===== src/rtl/muldiv_sequencer.sv =====
// muldiv_sequencer: multi-cycle HI/LO unit for MULT/MULTU/DIV/DIVU plus MTHI/MTLO.
// Iterative shift-add multiplier and restoring divider share one 2*WIDTH accumulator.
// Optional build macro MULDIV_DIV0_FLAG_EN: divide-by-zero completes in one cycle
// and raises div0 with done; without it div0 stays 0 and divide-by-zero runs full length.
module muldiv_sequencer #(
  parameter int unsigned WIDTH = 32
) (
  input  logic             clk,
  input  logic             rst_n,
  input  logic             start,
  input  logic [1:0]       op,
  input  logic [WIDTH-1:0] a,
  input  logic [WIDTH-1:0] b,
  input  logic             flush,
  input  logic             wr_hi,
  input  logic             wr_lo,
  input  logic [WIDTH-1:0] wdata,
  output logic             busy,
  output logic             done,
  output logic [WIDTH-1:0] hi,
  output logic [WIDTH-1:0] lo,
  output logic             div0
);

  localparam int unsigned CNT_W = (WIDTH > 1) ? $clog2(WIDTH) : 1;
  localparam int unsigned ACC_W = 2 * WIDTH;

  typedef enum logic [1:0] {
    S_IDLE = 2'd0,
    S_CALC = 2'd1,
    S_FIX  = 2'd2,
    S_DONE = 2'd3
  } state_e;

  state_e           state_q, state_d;
  logic             busy_q, busy_d;
  logic             done_q, done_d;
  logic             div0_q, div0_d;
  logic [WIDTH-1:0] hi_q, hi_d;
  logic [WIDTH-1:0] lo_q, lo_d;
  logic [WIDTH-1:0] opnd_q, opnd_d;    // multiplicand or divisor magnitude
  logic [ACC_W-1:0] acc_q, acc_d;      // product, or remainder:quotient
  logic [CNT_W-1:0] cnt_q, cnt_d;
  logic             is_div_q, is_div_d;
  logic             neg_q, neg_d;      // negate product / quotient
  logic             neg_rem_q, neg_rem_d;

  logic             a_neg, b_neg, b_zero;
  logic [WIDTH-1:0] a_mag, b_mag;
  logic [WIDTH:0]   mul_sum, div_trial;
  logic [ACC_W-1:0] mul_next, div_next, prod_fix;
  logic [WIDTH-1:0] quot_fix, rem_fix;

  // Operand magnitudes and signs for the op being launched
  always_comb begin
    a_neg  = ~op[0] & a[WIDTH-1];
    b_neg  = ~op[0] & b[WIDTH-1];
    a_mag  = a_neg ? (~a + WIDTH'(1)) : a;
    b_mag  = b_neg ? (~b + WIDTH'(1)) : b;
    b_zero = (b == '0);
  end

  // Single iteration of shift-add multiply and restoring divide, plus sign fix-up
  always_comb begin
    mul_sum   = {1'b0, acc_q[ACC_W-1:WIDTH]} + (acc_q[0] ? {1'b0, opnd_q} : '0);
    mul_next  = {mul_sum, acc_q[WIDTH-1:1]};
    div_trial = acc_q[ACC_W-1:WIDTH-1] - {1'b0, opnd_q};
    if (!div_trial[WIDTH]) begin
      div_next = {div_trial[WIDTH-1:0], acc_q[WIDTH-2:0], 1'b1};
    end else begin
      div_next = {acc_q[ACC_W-2:0], 1'b0};
    end
    prod_fix = neg_q ? (~acc_q + ACC_W'(1)) : acc_q;
    quot_fix = neg_q ? (~acc_q[WIDTH-1:0] + WIDTH'(1)) : acc_q[WIDTH-1:0];
    rem_fix  = neg_rem_q ? (~acc_q[ACC_W-1:WIDTH] + WIDTH'(1)) : acc_q[ACC_W-1:WIDTH];
  end

  // Next-state and registered-output logic
  always_comb begin
    state_d   = state_q;
    done_d    = 1'b0;
    div0_d    = 1'b0;
    hi_d      = hi_q;
    lo_d      = lo_q;
    opnd_d    = opnd_q;
    acc_d     = acc_q;
    cnt_d     = cnt_q;
    is_div_d  = is_div_q;
    neg_d     = neg_q;
    neg_rem_d = neg_rem_q;

    case (state_q)
      S_IDLE: begin
        if (start && !flush) begin
          opnd_d    = op[1] ? b_mag : a_mag;
          acc_d     = op[1] ? {{WIDTH{1'b0}}, a_mag} : {{WIDTH{1'b0}}, b_mag};
          is_div_d  = op[1];
          // b==0 quotient is all ones whatever the dividend sign
          neg_d     = (a_neg ^ b_neg) & ~(op[1] & b_zero);
          neg_rem_d = a_neg;
          cnt_d     = '0;
          state_d   = S_CALC;
`ifdef MULDIV_DIV0_FLAG_EN
          if (op[1] && b_zero) begin
            state_d = S_DONE;
            hi_d    = a;
            lo_d    = '1;
            done_d  = 1'b1;
            div0_d  = 1'b1;
          end
`endif
        end else if (!start) begin
          if (wr_hi) hi_d = wdata;
          if (wr_lo) lo_d = wdata;
        end
      end
      S_CALC: begin
        if (flush) begin
          state_d = S_IDLE;
        end else begin
          acc_d = is_div_q ? div_next : mul_next;
          cnt_d = cnt_q + CNT_W'(1);
          if (cnt_q == CNT_W'(WIDTH - 1)) state_d = S_FIX;
        end
      end
      S_FIX: begin
        if (flush) begin
          state_d = S_IDLE;
        end else begin
          if (is_div_q) begin
            hi_d = rem_fix;
            lo_d = quot_fix;
          end else begin
            hi_d = prod_fix[ACC_W-1:WIDTH];
            lo_d = prod_fix[WIDTH-1:0];
          end
          done_d  = 1'b1;
          state_d = S_DONE;
        end
      end
      S_DONE: begin
        state_d = S_IDLE;
      end
      default: begin
        state_d = S_IDLE;
      end
    endcase

    busy_d = (state_d != S_IDLE);
  end

  // State and datapath registers
  always_ff @(posedge clk or negedge rst_n) begin
    if (!rst_n) begin
      state_q   <= S_IDLE;
      busy_q    <= 1'b0;
      done_q    <= 1'b0;
      div0_q    <= 1'b0;
      hi_q      <= '0;
      lo_q      <= '0;
      opnd_q    <= '0;
      acc_q     <= '0;
      cnt_q     <= '0;
      is_div_q  <= 1'b0;
      neg_q     <= 1'b0;
      neg_rem_q <= 1'b0;
    end else begin
      state_q   <= state_d;
      busy_q    <= busy_d;
      done_q    <= done_d;
      div0_q    <= div0_d;
      hi_q      <= hi_d;
      lo_q      <= lo_d;
      opnd_q    <= opnd_d;
      acc_q     <= acc_d;
      cnt_q     <= cnt_d;
      is_div_q  <= is_div_d;
      neg_q     <= neg_d;
      neg_rem_q <= neg_rem_d;
    end
  end

  assign busy = busy_q;
  assign done = done_q;
  assign hi   = hi_q;
  assign lo   = lo_q;
  assign div0 = div0_q;

endmodule

===== config.mk =====
export PLATFORM = sky130hd
export DESIGN_NAME = muldiv_sequencer
export DESIGN_NICKNAME = d
export VERILOG_FILES = /design/src/rtl/muldiv_sequencer.sv
export SDC_FILE = /design/constraint.sdc
export NUM_CORES = 1
export LEC_CHECK = 0
export BUFFER_PORTS_ARGS = -buffer_cell sky130_fd_sc_hd__buf_4
export CORE_ASPECT_RATIO = 1.25
export CORE_MARGIN = 4
export CORE_UTILIZATION = 45
export DETAILED_ROUTE_END_ITERATION = 8
export PLACE_DENSITY_LB_ADDON = 0.15
export SLEW_MARGIN = 25
export SYNTH_ARGS = -nofsm -noshare
export SYNTH_HDL_FRONTEND = slang
export SYNTH_SLANG_ARGS = --single-unit

===== constraint.sdc =====
create_clock -name clk -period 10.3 [get_ports clk]
set_input_delay 2.06 -clock clk [delete_from_list [all_inputs] [get_ports clk]]
set_output_delay 2.06 -clock clk [all_outputs]
set_load 0.005 [all_outputs]

---- After elaboration in Yosys (flattened, before gate mapping) ----
Index checks and enable logic that the tools add are counted.
cells by class
  add/sub/neg operators ................... 8
  reduce and logical (&&, ||, !) cells .... 11
  equal/unequal tests ..................... 11
  muxes and demuxes ....................... 35
  bitwise gates (word level) .............. 12
operators with widths
  kind                                           number
  2-to-1 mux 32 bit                              17
  2-to-1 mux 64 bit                              5
  adder 32 x 1 -> 32 bit, second input constant  4
  inverter 32 bit                                4
  one-hot mux 32 bit (2 select lines)            2
  one-hot mux 64 bit (2 select lines)            1
  adder 64 x 1 -> 64 bit, second input constant  1
  inverter 64 bit                                1
  adder 32 x 32 -> 33 bit                        1
  subtractor 33 x 32 -> 33 bit                   1
  logical NOT 32 bit                             1
  inequality test 2 bit, second input constant   7
  2-to-1 mux 5 bit                               2
  one-hot mux 5 bit (2 select lines)             1
  AND reduction 5 bit                            2
  2-to-1 mux 2 bit                               4
  one-hot mux 2 bit (4 select lines)             1
  nonzero test 2 bit                             3
  adder 5 x 1 -> 5 bit, second input constant    1
  == test 5 bit, second input constant           1
  AND 1 bit                                      4
  == test 2 bit, second input constant           2
  AND reduction 3 bit                            1
  == test 2 x 1 -> 1 bit, second input constant  1
  7 further kinds                                9
storage, ports and cells
  output and inout port bits .............. 67
  word-level logic and storage cells ...... 88
  bits in registers ....................... 172
  input port bits ......................... 104

---- Longest topological paths before layout ----
Gate-level depths: netlist (run 1).
  depth in word-level cells ............... 6
  mapped depth ............................ 15
  gate-level depth less buffers ........... 13

---- Worst setup path after synthesis (run 1) ----
OpenSTA, ideal clock, no wires.
  kind .................................... input-to-reg
  from .................................... in a[17]
  to ...................................... reg opnd_q[28]
  stages on the path ...................... 9
  required time ........................... 10167 ps
  arrival ................................. 4207 ps
  library setup time ...................... 133 ps
  setup slack ............................. 5960 ps
  buffers on the path ..................... 0
  path through ............................ or4_1 -> or4_1 -> nor4_1 -> nand2_1 -> o21ai_0 -> xor2_1 -> nor2_1 -> a21oi_1 -> o21ai_0
between the ends
  word-level cells in the longest chain between the ends .. 4
ends and longest elaborated chain
  what                    RTL line  RTL
  start: declaration      12        input logic [WIDTH-1:0] a,
  inverter 32 bit         58        a_mag = a_neg ? (~a + WIDTH'(1)) : a;
  adder 32 x 1 -> 32 bit  58
  2-to-1 mux 32 bit       58
  2-to-1 mux 32 bit       95        opnd_d = op[1] ? b_mag : a_mag;
  end signal: assignment  174       opnd_q <= opnd_d;
  end: declaration        41        logic [WIDTH-1:0] opnd_q, opnd_d;
Every way passes these cells.
A chain may end at the register's enable or synchronous reset.

---- Final worst setup path (run 1) ----
Same ends and word-level chain as after synthesis.

==> results of run 1 <==
[worst max path at each step]
stage	end	slack, ps
finish	opnd_q[28]	5770
global route	acc_q[28]	5550
CTS	opnd_q[28]	5760
detailed placement	opnd_q[28]	5280
global placement	opnd_q[28]	5260
floorplan	opnd_q[28]	5960
[critical path: stages]
cell	delay, ps
buf_4	120
or4_1	610
or4_1	450
nor4_1	830
nand2_1	100
o21ai_0	220
xor2_1	200
nor2_1	50
a21oi_1	130
o21ai_0	80
[placed cells by master (no fill, tap or decap), types with 66 or more instances in the layout]
| cell | synthesis | layout |
|---|---|---|
| nor2_1 | 205 | 202 |
| ha_1 | 70 | 70 |
| nand2_1 | 206 | 206 |
| mux2i_1 | 67 | 67 |
| o21ai_0 | 179 | 179 |
| a21oi_1 | 204 | 204 |
| xor2_1 | 66 | 66 |
| buf_4 | 1 | 189 |
| dfrtp_1 | 172 | 171 |
| xnor2_1 | 104 | 104 |
[report_power, final]
group / switching [mW] / internal, mW / total, mW / leakage, nW
clock network: 0.332 / 0.346 / 0.678 / 0.287
logic: 1.37 / 0.959 / 2.33 / 5.10
registers: 0.320 / 0.846 / 1.17 / 2.13
total: 2.02 / 2.15 / 4.17 / 7.51
[final cells by class]
| cell class | instances | area, sq um | area share (%) |
|---|---|---|---|
| clock buffers | 17 | 425 | 2.49 |
| clock inverters | 14 | 165 | 0.968 |
| inverters | 62 | 233 | 1.36 |
| multi-input cells | 1592 | 9990 | 58.5 |
| flip-flops and latches | 172 | 4310 | 25.2 |
| well taps | 418 | 523 | 3.06 |
| repair buffers | 190 | 1430 | 8.38 |
[flip-flops by register name (all words and copies together), names as in the netlist]
| signal | count |
|---|---|
| acc_q | 64 |
| hi | 32 |
| lo | 32 |
| opnd_q | 32 |
| cnt_q | 5 |
| state_q | 2 |
| busy | 1 |
| done | 1 |
| is_div_q | 1 |
| neg_q | 1 |
| neg_rem_q | 1 |
[stage by stage]
step / setup WS (ps) / area [sq um]
finish: 5770 / 17100
global route: 5550 / 17100
CTS: 5760 / 17100
detailed placement: 5280 / 16500
global placement: 5260 / 16500
floorplan: 5960 / 14900
[cell families after synthesis]
logic type	Yosys count	share of synthesized area, %
simple gates	659	20.7
compound gates	614	24.7
buf+inv	176	4.52
flops	172	28.8
xor+xnor	170	9.97
mux	76	5.17
fa+ha+maj	72	6.13
other cells	1	0.0251
[per-layer routing]
layer  share of wire [%]  vias up
met5                   0        -
met4                 6.1        0
met3                 5.2      143
met2                  49      550
met1                  40     7278
li1                    -     7144
==> impl_metrics.env, run 1 <==
export IMPL_ys_ff_latch=172
export IMPL_grt_util_met3_pct=4.54
export IMPL_fmax_mhz=221
export IMPL_power_leakage_nw=7.51
export IMPL_syn_area_sq_mm=0.0149
export IMPL_initial_core_util_pct=45.7
export IMPL_drive_gt1_share_pct=12.8
export IMPL_finalSetupViolCount=0
export IMPL_yosysTopAreaCell="dfrtp_1"
export IMPL_yosys_most_used_dff="dfrtp_1"
export IMPL_hold_path_class="reg -> reg"
export IMPL_yosys_warnings=0
export IMPL_grt_pass1_wl_microns=87000
export IMPL_layout_cells_non_filler=2465
export IMPL_clockBufferDepth=2
export IMPL_min_period_ps=4530
export IMPL_worst_setup_path_start_kind="primary input"
export IMPL_hold_violations=0
export IMPL_ios=171
export IMPL_cts_tree="done"
export IMPL_hold_path_end="lo[25]"
export IMPL_avgSynthCellArea_sq_um=7.70
export IMPL_endpoint_kind="flop"
export IMPL_grtUsageTotal_pct=31.3
export IMPL_worstMarginPinSlew_ps=1080
export IMPL_rows=74
export IMPL_n_antenna_cell=0
export IMPL_syn_num_nets=2116
export IMPL_hold_start="lo[25]"
export IMPL_finalPower_mw=4.17
export IMPL_vdd_drop_max_uv=122
export IMPL_yosysMostFrequentCell="nand2_1"
export IMPL_first_pass_iters=6
export IMPL_antenna_found_initial=0
export IMPL_reg2reg_depth=12
export IMPL_drc=0
export IMPL_grt_pass1_vias=14700
export IMPL_r2r_start="acc_q[31]"
export IMPL_slew_headroom_pct=28.1
export IMPL_nNetsFinal=2211
export IMPL_clk_latency_ps=460
export IMPL_die_width_microns=171
export IMPL_drv_slew=0
export IMPL_required_ps=10620
export IMPL_rrSetupSlack_ps=5810
export IMPL_grt_overflow_total=0
export IMPL_vias=15100
export IMPL_root_buffer="clkbuf_16"
export IMPL_clk_pin_slew_ps=70
export IMPL_setup_tns_ps=0
export IMPL_nFillCells=3274
export IMPL_avgViaCountPerCell=6.13
export IMPL_worstPathMaxFanout=5
export IMPL_fin_skew_ps=14.7
export IMPL_rsz0062_at_grt="no"
export IMPL_place_inst=2434
export IMPL_worstReg2RegEnd="acc_q[58]"
export IMPL_detail_route_wl_per_cell_microns=23.3
export IMPL_async_flop_share_pct=100
export IMPL_synth_edf_count=0
export IMPL_gr_usage_met1_pct=38.5
export IMPL_dieArea_sq_mm=0.0362
export IMPL_path_class="in -> reg"
export IMPL_busiest_layer="met2"
export IMPL_ys_top_cells_by_area="dfrtp_1 (29%), a21oi_1 (6.8%), xnor2_1 (6.1%)"
export IMPL_htreeDepth=4
export IMPL_max_cap_viol_count=0
export IMPL_drt_first_iter_violations=1290
export IMPL_synth_cells=1940
export IMPL_finish_utilization_pct=52.2
export IMPL_wirelength_microns=57500
export IMPL_yosysSeqAreaShare_pct=28.8
export IMPL_core_area_sq_mm=0.0327
export IMPL_gp_congestion=0.989
export IMPL_dieHeight_microns=212
export IMPL_io_buffers=169
export IMPL_cts_buffers=17
export IMPL_arrival_ps=4850
export IMPL_hold_buffers=0
export IMPL_area_growth_pct=14.3
export IMPL_cts_resized=0
export IMPL_min_path_cells=2
export IMPL_power_density_mw_per_mm2=245
export IMPL_clock_sinks=172
export IMPL_grt_max_degree=70
export IMPL_post_route_period_util_pct=44.0
export IMPL_yosysTopAreaCellShare_pct=28.8
export IMPL_critPathLaunch="a[17]"
export IMPL_met2_usage_pct=52.8
export IMPL_dp_hpwl_microns=45400
export IMPL_outcome="finished, final reports clean"
export IMPL_hold_worst_slack_ps=484
export IMPL_netlist_top_cells_count="nand2_1 (206), nor2_1 (205), a21oi_1 (204)"
export IMPL_cts_setup_buffers=0
export IMPL_ant_nets=0
export IMPL_synth_distinct_cells=76
Power figures use the tool's default switching activity.
==> run 2: changes to the inputs <==
Settings changed: ABC_AREA from default to 1.
Clock period 10.3 ns to 4 ns, I/O delays scaled along.
==> impl_metrics.env, run 2 <==
export IMPL_rsz0062_at_grt="no"
export IMPL_yosysTopAreaCellShare_pct=23.6
export IMPL_p_clk_share_pct=13.8
export IMPL_p_int_mw=5.82
export IMPL_avgViaCountPerCell=5.69
export IMPL_p_seq_share_pct=23.4
export IMPL_drt_first_iter_violations=2224
export IMPL_drv_slew=0
export IMPL_ant_nets=0
export IMPL_endpoint_kind="flop"
export IMPL_worst_setup_path_start_kind="flop"
export IMPL_ios=171
export IMPL_final_cell_mix="nand2_1 (963), inv_1 (420), nand3_1 (364)"
export IMPL_n_antenna_cell=0
export IMPL_pwr_share_comb_pct=62.8
export IMPL_power_density_mw_per_mm2=646
export IMPL_io_buffers=169
export IMPL_critPathBufInv=4
export IMPL_worstPathMaxFanout=9
export IMPL_synth_distinct_cells=51
export IMPL_nNetsFinal=3457
export IMPL_finalSetupViolCount=0
export IMPL_worstMarginPinSlew_ps=964
export IMPL_power_switching_mw=7.54
export IMPL_synth_cells=3165
export IMPL_vias=21800
export IMPL_swShare_pct=56.4
export IMPL_yosys_warnings=0
export IMPL_dieHeight_microns=233
export IMPL_worstReg2RegEnd="acc_q[61]"
export IMPL_largest_register="acc_q"
export IMPL_syn_num_nets=3341
export IMPL_gp_congestion=1.01
export IMPL_grt_max_degree=71
export IMPL_synth_edf_count=0
export IMPL_yosys_most_used_dff="dfrtp_1"
export IMPL_clk_pin_slew_ps=90
export IMPL_rrSetupSlack_ps=750
export IMPL_netlist_top_cells_count="nand2_1 (964), inv_1 (420), nand3_1 (364), nor2_1 (364), a21oi_1 (227)"
export IMPL_outcome="finished, final reports clean"
export IMPL_first_pass_iters=6
export IMPL_arrival_ps=3610
export IMPL_ys_ff_latch=172
export IMPL_power_leakage_nw=10.7
export IMPL_fmax_mhz=308
export IMPL_largest_reg_flops=64
export IMPL_setup_tns_ps=0
export IMPL_clock_sinks=172
export IMPL_max_cap_viol_count=0
export IMPL_cts_buffers=17
export IMPL_yosysSeqAreaShare_pct=23.6
export IMPL_hold_buffers=0
export IMPL_final_common_cell="nand2_1"
export IMPL_grtUsageTotal_pct=35.9
export IMPL_wirelength_microns=81500
export IMPL_grt_pass1_vias=20600
export IMPL_cp_slowest_cell="dfrtp_1"
export IMPL_cpPeakStageDelay_ps=510
export IMPL_dieArea_sq_mm=0.0439
export IMPL_dp_hpwl_microns=66100
export IMPL_hold_violations=0
export IMPL_syn_area_sq_mm=0.0182
export IMPL_drive_gt1_share_pct=8.93
export IMPL_grt_pass1_wl_microns=121000
export IMPL_avgSynthCellArea_sq_um=5.77
export IMPL_post_route_period_util_pct=81.2
export IMPL_drc=0
export IMPL_ys_top_cells_by_area="dfrtp_1 (24%), nand2_1 (20%), nand3_1 (10%)"
export IMPL_worst_slack_ps=752
export IMPL_fin_skew_ps=24.0
export IMPL_core_area_sq_mm=0.0401
export IMPL_cts_tree="done"
export IMPL_vdd_drop_max_uv=576
export IMPL_rows=82
export IMPL_root_buffer="clkbuf_16"
export IMPL_antenna_found_initial=2
export IMPL_cts_resized=0
export IMPL_detail_route_wl_per_cell_microns=21.2
export IMPL_initial_core_util_pct=45.5
export IMPL_min_period_ps=3250
export IMPL_slew_headroom_pct=35.7
export IMPL_path_class="reg -> reg"
export IMPL_die_width_microns=188
export IMPL_cp_top_family="simple AND/OR/NAND/NOR gates"
export IMPL_required_ps=4360
export IMPL_cts_setup_buffers=0
export IMPL_r2r_start="acc_q[0]"
export IMPL_async_flop_share_pct=100
export IMPL_reg2reg_depth=17
export IMPL_htreeDepth=4
export IMPL_hold_path_class="in -> async"
export IMPL_clk_latency_ps=480
export IMPL_cpMostUsedCell="nand2_1"
export IMPL_clockBufferDepth=2
export IMPL_yosysMostFrequentCell="nand2_1"
export IMPL_area_growth_pct=13.3
export IMPL_crit_chain="nand2_1, inv_1, ha_1, inv_1, fa_1, inv_1, nand2_1, o21ai_1, inv_1, o21ai_1, nand2_1, nand2_1, nand2_1, nand3_1, nand3_1, nand3_1, nand2_1"
export IMPL_grt_overflow_total=0
export IMPL_dp_slack_ps=916
export IMPL_yosysTopAreaCell="dfrtp_1"
==> run 2: changes by cell type after synthesis, sizes merged, moves of 22 or more <==
cell,previous run,this run
mux2i,67,0
xnor2,104,19
a21oi,206,228
xor2,66,38
o21ai,182,155
inv,62,438
nand2b,22,0
nand4,5,34
nand2,206,973
clkbuf,103,67
buf,11,38
o31ai,34,1
nor2,205,375
nand3,43,366
==> run 2: how the worst max path moves through the flow <==
stage	startpoint	to	slack, ps	cells after the start
after floorplan	acc_q[0]	acc_q[53]	1680	18
after global placement	acc_q[32]	acc_q[61]	900	15
after detailed placement	acc_q[0]	acc_q[61]	920	17
after CTS	acc_q[0]	acc_q[53]	910	17
after global routing	acc_q[0]	acc_q[45]	520	16
final	acc_q[0]	acc_q[61]	750	17
==> run 2: cells by family after synthesis <==
group           count (synthesis)  share of synthesized area, %
flops                         172                          23.6
compound gates                492                          15.1
buf+inv                       546                          11.5
simple gates                 1825                          42.0
xor+xnor                       57                          2.74
other cells                     1                        0.0205
fa+ha+maj                      72                          5.02
==> run 2: worst register-to-register path: stages (launching register included) <==
cell	delay, ps
dfrtp_1	510
nand2_1	90
inv_1	70
ha_1	330
inv_1	130
fa_1	400
inv_1	120
nand2_1	90
o21ai_1	320
inv_1	120
o21ai_1	260
nand2_1	130
nand2_1	170
nand2_1	100
nand3_1	80
nand3_1	90
nand3_1	90
nand2_1	60
==> run 2: final cells by class <==
type | count | area, sq um
clock buffers | 17 | 425
well taps | 546 | 683
inverters | 441 | 1660
repair buffers | 202 | 1530
fillers | 4284 | 19400
clock inverters | 15 | 210
multi-input cells | 2447 | 11900
flip-flops and latches | 172 | 4310
==> run 2: power groups by stage <==
stage | sequential [mW] | clock [mW] | combinational [mW]
2_1_floorplan | 2.67 | 0 | 5.85
3_3_place_gp | 3.11 | 0 | 8.16
3_5_place_dp | 3.12 | 0 | 8.22
4_1_cts | 3.09 | 1.86 | 8.26
5_1_grt | 3.16 | 1.92 | 9.28
6_report | 3.13 | 1.84 | 8.38
==> run 2: layer usage <==
layer	GRT usage [%]	vias to the layer above	wire length [microns]
met5	0	-	0
li1	-	10500	-
met4	25.9	0	6850
met2	60.2	1061	38000
met3	4.42	258	5010
met1	42.6	10100	31700
==> run 2: through the flow <==
step | instance area (sq um) | power [mW] | util, % | std cells | hold slack, ps
global placement | 20000 | 11.3 | 50.0 | 3808 | 489
finish | 20700 | 13.4 | 51.5 | 3840 | 336
CTS | 20700 | 13.2 | 51.5 | 3840 | 358
detailed placement | 20000 | 11.3 | 50.0 | 3808 | 492
floorplan | 18200 | 8.52 | - | 3165 | 473
global route | 20700 | 14.4 | 51.5 | 3840 | 365
